<file path="src/rtl/loader_pkg.sv">
// Shared types and constants for the boot-time UART program loader.
package loader_pkg;

  localparam int FRAME_HDR_BYTES = 2;
  localparam int BYTES_PER_WORD  = 4;

  typedef enum logic [2:0] {
    S_IDLE,
    S_LEN_LO,
    S_DATA,
    S_WRITE,
    S_CHK,
    S_DONE,
    S_ERR
  } state_t;

  typedef enum logic [1:0] {
    RX_IDLE,
    RX_START,
    RX_DATA,
    RX_STOP
  } rx_state_t;

endpackage

</file>
<file path="src/rtl/loader_uart_rx.sv">
// 8N1 UART byte receiver: 2-flop synchroniser, half-bit start qualification, centre sampling.
// rx_valid / rx_err are mutually exclusive single-cycle pulses at the stop-bit centre.
module loader_uart_rx
  import loader_pkg::*;
#(
  parameter int CLKS_PER_BIT = 868
) (
  input  logic       clk,
  input  logic       reset,
  input  logic       rx,
  output logic [7:0] rx_data,
  output logic       rx_valid,
  output logic       rx_err
);
  localparam int             CW   = $clog2(CLKS_PER_BIT + 1);
  localparam logic [CW-1:0]  FULL = CW'(CLKS_PER_BIT - 1);
  localparam logic [CW-1:0]  HALF = CW'(CLKS_PER_BIT / 2 - 1);

  logic [1:0]    r_sync;
  rx_state_t     r_state, w_next;
  logic [CW-1:0] r_cnt;
  logic [2:0]    r_bit;
  logic [7:0]    r_shift;
  logic          w_rx, w_tc;

  assign w_rx = r_sync[1];
  assign w_tc = (r_cnt == '0);

  always_ff @(posedge clk or posedge reset) begin
    if (reset) begin
      r_sync  <= 2'b11;
      r_state <= RX_IDLE;
    end else begin
      r_sync  <= {r_sync[0], rx};
      r_state <= w_next;
    end
  end

  always_comb begin
    w_next = r_state;
    unique case (r_state)
      RX_IDLE:  if (!w_rx) w_next = RX_START;
      RX_START: if (w_tc) w_next = w_rx ? RX_IDLE : RX_DATA;
      RX_DATA:  if (w_tc && (r_bit == 3'd7)) w_next = RX_STOP;
      RX_STOP:  if (w_tc) w_next = RX_IDLE;
      default:  w_next = RX_IDLE;
    endcase
  end

  // Idle keeps the timer armed with a half bit so the start bit is re-checked at its centre.
  always_ff @(posedge clk or posedge reset) begin
    if (reset) begin
      r_cnt    <= '0;
      r_bit    <= '0;
      r_shift  <= '0;
      rx_data  <= '0;
      rx_valid <= 1'b0;
      rx_err   <= 1'b0;
    end else begin
      rx_valid <= 1'b0;
      rx_err   <= 1'b0;
      if (r_state == RX_IDLE) begin
        r_cnt <= HALF;
        r_bit <= '0;
      end else if (!w_tc) begin
        r_cnt <= r_cnt - 1'b1;
      end else begin
        r_cnt <= FULL;
        if (r_state == RX_DATA) begin
          r_shift <= {w_rx, r_shift[7:1]};
          r_bit   <= r_bit + 3'd1;
        end
        if (r_state == RX_STOP) begin
          if (w_rx) begin
            rx_valid <= 1'b1;
            rx_data  <= r_shift;
          end else begin
            rx_err <= 1'b1;
          end
        end
      end
    end
  end

endmodule

</file>
<file path="src/rtl/program_loader.sv">
// Boot-time UART loader: one length-prefixed frame of big-endian words into memory after reset.
// Define LOADER_CHECKSUM_EN to require an XOR trailer byte after the last word.
module program_loader
  import loader_pkg::*;
#(
  parameter int          CLK_HZ    = 100_000_000,
  parameter int          BAUD      = 115200,
  parameter logic [15:0] BASE_ADDR = 16'd0,
  parameter int          MAX_WORDS = 1024
) (
  input  logic        clk,
  input  logic        reset,
  input  logic        uart_rx,
  output logic        mem_en,
  output logic        mem_wen,
  output logic [15:0] mem_addr,
  output logic [31:0] mem_din,
  output logic        load_done,
  output logic        load_error,
  output logic [15:0] words_loaded
);
  localparam int         CLKS_PER_BIT = CLK_HZ / BAUD;
  localparam logic [1:0] LAST_BYTE    = 2'(BYTES_PER_WORD - 1);

  logic [7:0]  w_rx_data;
  logic        w_rx_valid, w_rx_err;
  logic [15:0] w_len_in;
  logic        w_last_word;
  state_t      r_state, w_next;
  logic [7:0]  r_len_hi;
  logic [15:0] r_len, r_idx, r_addr;
  logic [23:0] r_word;
  logic [31:0] r_din;
  logic [1:0]  r_byte_cnt;

  loader_uart_rx #(.CLKS_PER_BIT(CLKS_PER_BIT)) u_rx (
    .clk      (clk),
    .reset    (reset),
    .rx       (uart_rx),
    .rx_data  (w_rx_data),
    .rx_valid (w_rx_valid),
    .rx_err   (w_rx_err)
  );

  assign w_len_in    = {r_len_hi, w_rx_data};
  assign w_last_word = ((r_idx + 16'd1) == r_len);

  assign mem_en       = (r_state == S_WRITE);
  assign mem_wen      = (r_state == S_WRITE);
  assign mem_addr     = r_addr;
  assign mem_din      = r_din;
  assign load_done    = (r_state == S_DONE);
  assign load_error   = (r_state == S_ERR);
  assign words_loaded = r_idx;

`ifdef LOADER_CHECKSUM_EN
  logic [7:0] r_xor;

  always_ff @(posedge clk or posedge reset) begin
    if (reset) r_xor <= '0;
    else if (w_rx_valid && (r_state == S_IDLE || r_state == S_LEN_LO || r_state == S_DATA))
      r_xor <= r_xor ^ w_rx_data;
  end
`endif

  always_ff @(posedge clk or posedge reset) begin
    if (reset) r_state <= S_IDLE;
    else       r_state <= w_next;
  end

  // State | meaning:  IDLE wait LEN_HI | LEN_LO wait LEN_LO | DATA collect word bytes
  //   WRITE one-cycle strobe | CHK wait trailer | DONE loaded (terminal) | ERR failed (terminal)
  always_comb begin
    w_next = r_state;
    unique case (r_state)
      S_IDLE: begin
        if (w_rx_err)        w_next = S_ERR;
        else if (w_rx_valid) w_next = S_LEN_LO;
      end
      S_LEN_LO: begin
        if (w_rx_err) w_next = S_ERR;
        else if (w_rx_valid) begin
          if (w_len_in == 16'd0)               w_next = S_DONE;
          else if (int'(w_len_in) > MAX_WORDS) w_next = S_ERR;
          else                                 w_next = S_DATA;
        end
      end
      S_DATA: begin
        if (w_rx_err)                                      w_next = S_ERR;
        else if (w_rx_valid && (r_byte_cnt == LAST_BYTE)) w_next = S_WRITE;
      end
      S_WRITE: begin
        if (w_rx_err)         w_next = S_ERR;
        else if (w_last_word)
`ifdef LOADER_CHECKSUM_EN
          w_next = S_CHK;
`else
          w_next = S_DONE;
`endif
        else                  w_next = S_DATA;
      end
      S_CHK: begin
`ifdef LOADER_CHECKSUM_EN
        if (w_rx_err)        w_next = S_ERR;
        else if (w_rx_valid) w_next = (w_rx_data == r_xor) ? S_DONE : S_ERR;
`else
        w_next = S_ERR;
`endif
      end
      S_DONE:  w_next = S_DONE;
      S_ERR:   w_next = S_ERR;
      default: w_next = S_ERR;
    endcase
  end

  // mem_addr/mem_din are loaded only on the 4th byte so they hold between strobes.
  always_ff @(posedge clk or posedge reset) begin
    if (reset) begin
      r_len_hi   <= '0;
      r_len      <= '0;
      r_idx      <= '0;
      r_addr     <= '0;
      r_word     <= '0;
      r_din      <= '0;
      r_byte_cnt <= '0;
    end else begin
      if (w_rx_valid) begin
        unique case (r_state)
          S_IDLE:   r_len_hi <= w_rx_data;
          S_LEN_LO: r_len    <= w_len_in;
          S_DATA: begin
            r_word     <= {r_word[15:0], w_rx_data};
            r_byte_cnt <= r_byte_cnt + 2'd1;
            if (r_byte_cnt == LAST_BYTE) begin
              r_din  <= {r_word, w_rx_data};
              r_addr <= BASE_ADDR + r_idx;
            end
          end
          default: ;
        endcase
      end
      if (r_state == S_WRITE) r_idx <= r_idx + 16'd1;
    end
  end

endmodule

</file>
<file path="config.mk">
export PLATFORM = sky130hd
export DESIGN_NAME = program_loader
export DESIGN_NICKNAME = d
export VERILOG_FILES = /design/src/rtl/loader_pkg.sv /design/src/rtl/loader_uart_rx.sv /design/src/rtl/program_loader.sv
export SDC_FILE = /design/constraint.sdc
export NUM_CORES = 1
export LEC_CHECK = 0
export CELL_PAD_IN_SITES_DETAIL_PLACEMENT = 2
export CELL_PAD_IN_SITES_GLOBAL_PLACEMENT = 2
export CORE_MARGIN = 2
export CORE_UTILIZATION = 30
export CTS_CLUSTER_DIAMETER = 200
export DETAILED_ROUTE_END_ITERATION = 12
export PLACE_DENSITY = 0.77
export SETUP_SLACK_MARGIN = 0.2
export SYNTH_ARGS = -nofsm -noshare
export SYNTH_HDL_FRONTEND = slang
export SYNTH_SLANG_ARGS = --single-unit
</file>
<file path="constraint.sdc">
create_clock -name clk -period 5.36 [get_ports clk]
set_input_delay 1.34 -clock clk [delete_from_list [all_inputs] [get_ports clk]]
set_output_delay 1.34 -clock clk [all_outputs]
set_load 0.005 [all_outputs]
</file>
== Yosys cells after proc, flatten, opt, wreduce, memory -nomap -nowiden ==
Cells that the tools add are included.

* Equal/unequal tests: 18
* $lt $le $gt $ge: 1
* Add/sub/neg operators: 4
* Reductions and logical operators: 17
* Muxes and demuxes: 30
* Bitwise operators: 1

{| class="wikitable"
|+ Operator list
! operator !! count
|-
| $mux 3 || 13
|-
| $mux 10 || 2
|-
| $add 16x1->16 const B || 1
|-
| $eq 16x16->1 || 1
|-
| $gt 16x11->1 const B || 1
|-
| $logic_not 16->1 || 1
|-
| $pmux 3 s5 || 1
|-
| $logic_not 10->1 || 1
|-
| $mux 2 || 5
|-
| $sub 10x1->10 const B || 1
|-
| $eq 3x3->1 const B || 3
|-
| $reduce_and 3->1 || 3
|-
| $mux 1 || 8
|-
| $pmux 2 s4 || 1
|-
| $reduce_and 2->1 || 4
|-
| $reduce_and 4->1 || 2
|-
| $eq 2x2->1 const B || 3
|-
| $eq 3x2->1 const B || 2
|-
| $ne 2x1->1 const B || 3
|-
| $ne 3x1->1 const B || 2
|-
| $reduce_bool 2->1 || 2
|-
| $add 3x1->3 const B || 1
|-
| $eq 3x1->1 const B || 1
|-
| $logic_not 3->1 || 1
|-
| other kinds (7) || 8
|}

* Logic and storage cells: 87
* Register bits: 152
* Bits of input ports: 3

== Logic depth before layout (Yosys ltp) ==
* Depth in word-level cells: 6
* Gate-level depth with buffers: 8
* Depth with buffers taken out: 7

== By module ==
Synthesis repeated with hierarchy kept, for this count alone.

* Cell total of the unflattened synthesis: 518
* Area, all modules: 6755.2 µm²

{| class="wikitable"
|+ By module, submodules not included
! module !! cells each !! instances !! seq. area each (µm²) !! area each (µm²)
|-
| program_loader || 392 || 1 || 2927.8 || 5211.2
|-
| loader_uart_rx || 126 || 1 || 878.3 || 1544.0
|}

== Worst setup path before layout ==
No wires, ideal clock.

* Path kind: reg-to-output
* Start: register r_state[0]
* End: output port mem_wen
* Stages on the path, launching flop included: 5
* Data arrival time: 1055 ps
* Path buffers: 2
* Data required time: 4020 ps
* Setup slack: 2965 ps
* Path through: dfrtp_1 clkbuf_1 nand3_1 inv_1 buf_4

* Cells in the longest elaborated chain, start to end: 1

{| class="wikitable"
|+ Ends and longest elaborated chain
! what !! RTL line !! text
|-
| from (decl) || program_loader.sv:29 || <nowiki>state_t r_state, w_next;</nowiki>
|-
| from (signal assigned) || program_loader.sv:68 || <nowiki>else r_state <= w_next;</nowiki>
|-
| $eq 3x2->1 || n/a ||
|-
| to (decl) || program_loader.sv:15 || <nowiki>output logic mem_wen,</nowiki>
|}

Every way passes these cells.

== Final worst setup path ==
* Start: register r_state[0]
* End: output port mem_en

* Cells in the longest elaborated chain, start to end: 1

{| class="wikitable"
|+ Ends and longest elaborated chain
! what !! RTL line !! text
|-
| $eq 3x2->1 || program_loader.sv:48 || <nowiki>assign mem_en = (r_state == S_WRITE);</nowiki>
|-
| to (decl) || program_loader.sv:14 || <nowiki>output logic mem_en,</nowiki>
|}

Every way passes these cells.

==> results.ini <==
[timing]
tightest_slew_ns = 1.328
period_share_pct = 71.21
finalSetupTns_ns = 0
period_minus_slack_ns = 3.817
relSlewSlack_pct = 11.07
clock-skew-final_ns = 0.01028
finalSetupViolCount = 0
slew_viol_final = 0
final_hold_viol_count = 0
fmax_mhz = 262.0
rsz0062_at_grt = false

[run]
drv_cap = 0

[worst_setup_path]
worstPathRequired_ns = 4.02
cp-end-kind = output port
cp-start-kind = flop
crit_arrival_ns = 2.48
r2r_slack_ns = 2.49
path_cells = nand3_1 > inv_1 > clkdlybuf4s50_1
critical_path_class = flop to output port
critPathMaxStageDelay_ns = 0.60
cpMaxStageDelayCell = dfrtp_1
critPathMaxFanout = 13

[clock_tree]
cts.repair.resized = 0
cts_tree = yes
numCtsBuffers = 17
clock_path_buffers = 2
root_buffer = clkbuf_16
clk_latency_ns = 0.43
cts_max_level = 4
cts_hold_buf = 0
post_cts_buffers = 0
clk_pin_slew_ns = 0.07
clock_sinks = 152

[min_path]
hp-class = flop to flop

[grt]
globalRoute.totalOverflow = 0
grt_use_met3_pct = 3.072
grt_max_degree = 121
antenna_found_initial = 0
grt_pass1_vias = 4973
gr-max-usage-layer = met2
grtUsageTotal_pct = 14.96
grt_pass1_wl_um = 27860
grt_use_met2_pct = 26.12
met1_usage_pct = 18.79

[synth]
yosysWarnings = 0
syn-cell-area_sq_um = 6709
synth-edff-count = 0
ys_types = 59
async_reset_ff_share_pct = 100.0
synth_nets = 522
avgSynthCellArea_sq_um = 13.08
synth_cells = 513
ys_seq_area_share_pct = 56.73
ys_ff_latch = 152
ys.flop_type = dfrtp_1

[outcome]
status = complete, no violations

[routing]
first_pass_iters = 4
routed_wl_um = 16790
via_count = 4320
drt_iter0_drc = 196
ant_nets = 0
wire_per_inst_um = 19.26
viasPerCell = 4.954
drc = 0

[layout]
drive_gt1_share_pct = 27.70
insertedDiodeCount = 0
nets = 588
syn2layout_area_growth_pct = 23.11
utilization_pct = 37.73

[die]
fp-row-count = 54
start_util_pct = 30.65
die_h_um = 153.5
core_area_sq_um = 21890
fp.dieW_um = 153.5
io_pins = 71
die_area_sq_um = 23580

[placement]
io_buffers = 70
place.detailed.hpwl_um = 11300
finalWeightedCongestion = 0.7769

[pwr]
vdd_drop_max_v = 0.0001909
power.density_nw_per_um2 = 284.3
switchingPower_mw = 0.5780
pwr-share-seq_pct = 48.9
clkPwrFrac_pct = 50.0
pwr-share-comb_pct = 1.1
leakage_nw = 3.906
power_mw = 2.348
switching_share_pct = 24.61
power.internal_mw = 1.770

## placed cells by master, fill, tap and decap left out, types with 3 or more instances in the layout
cell type and instances:
and3_1 4, clkbuf_16 17, nor2_1 15, or3_1 5, nor4_1 8, xor2_1 20, clkinv_8 3, inv_1 12
nor3_1 15, a21oi_1 7, a211oi_1 4, o21ai_0 15, dfrtp_1 150, nand4_1 9, nand3_1 8, nor2b_1 3
clkdlybuf4s50_1 70, mux2_2 106, xnor2_1 23, mux2_4 8, ha_1 6, nand2_1 21, clkinvlp_4 4, inv_6 6
## path summary, 6_finish.rpt
path,startpoint,end,cells after the start
setup / recovery,r_state[0],mem_en,3
hold / removal,u_rx.r_sync[0],u_rx.r_sync[1],0
setup reg to reg,u_rx.r_cnt[4],u_rx.r_shift[1],6
hold reg to reg,u_rx.r_sync[0],u_rx.r_sync[1],0
max in group asynchronous,reset,words_loaded[8],3
min in group asynchronous,reset,u_rx.r_cnt[5],2
## worst max-delay path: cells and delay by family (launching register included)
family | cells | cell delay, ns
and+or+nand+nor | 1 | 0.51
DFF | 1 | 0.60
buffers and inverters | 2 | 0.94
## sequential cells by signal (all words and copies together) (netlist names), named ones only
register / cells
mem_din: 32
u_rx.r_sync: 2
u_rx.r_state: 1
u_rx.rx_err: 1
r_byte_cnt: 2
u_rx.r_shift: 8
words_loaded: 16
u_rx.r_cnt: 10
u_rx.rx_valid: 1
r_len_hi: 8
r_state: 3
mem_addr: 16
r_word: 24
r_len: 16
u_rx.rx_data: 8
u_rx.r_bit: 3
## power groups by stage
| stage | Combinational [mW] | Clock [mW] | Sequential, mW |
|---|---|---|---|
| after global routing | 0.0304 | 1.25 | 1.15 |
| after global placement | 0.0260 | 0 | 1.17 |
| after detailed placement | 0.0278 | 0 | 1.17 |
| after floorplan | 0.0171 | 0 | 1.17 |
| after CTS | 0.0278 | 1.21 | 1.15 |
| final | 0.0254 | 1.17 | 1.15 |
## per-stage QoR
stage | area (sq um) | hold WS, ns | instances | setup slack (ns)
2_1_floorplan | 6713 | 0.3452 | 513 | 2.105
3_3_place_gp | 7679 | 0.3461 | 840 | 2.090
4_1_cts | 8259 | 0.3638 | 872 | 1.520
3_5_place_dp | 7679 | 0.3516 | 840 | 2.008
6_report | 8259 | 0.3598 | 872 | 1.543
5_1_grt | 8259 | 0.3699 | 872 | 1.380
## synth_stat cells, drive strengths merged (7+ instances only)
library cell  count  area, sq um
nand2            22        82.58
nor2             15        56.30
nand4            10        68.81
nand3             9        57.56
a21oi             7        35.03
mux2            114         1314
xor2             20        175.2
nor3             18        111.4
buf              12        68.82
nor4              8        50.05
o21ai            15        75.07
dfrtp           150         3754
xnor2            23        201.4
clkbuf           14        53.80
inv              13        48.80
## area by class of cell
type | instances | area (sq um)
fill | 2269 | 13630
sequential | 152 | 3806
multi-input combinational | 322 | 2734
timing repair buffer | 73 | 735.7
clock buffer | 17 | 425.4
tap | 280 | 350.3
clock inverter | 15 | 155.1
inverter | 13 | 52.55
## cell families after synthesis
logic type,synth area share (%)
AOI/OAI and AO/OA,4.420
and+or+nand+nor,9.977
adders and majority gates,1.119
muxes,19.58
xor gates and xnor gates,5.614
buffers and inverters,2.555
DFF,56.73
## per-layer routing
metal	vias to the layer above	routed length (um)
met5	-	0
met4	0	212
met3	17	476
met2	68	8499
met1	2279	7602
li1	1956	-
Power figures use the tool's default switching activity.
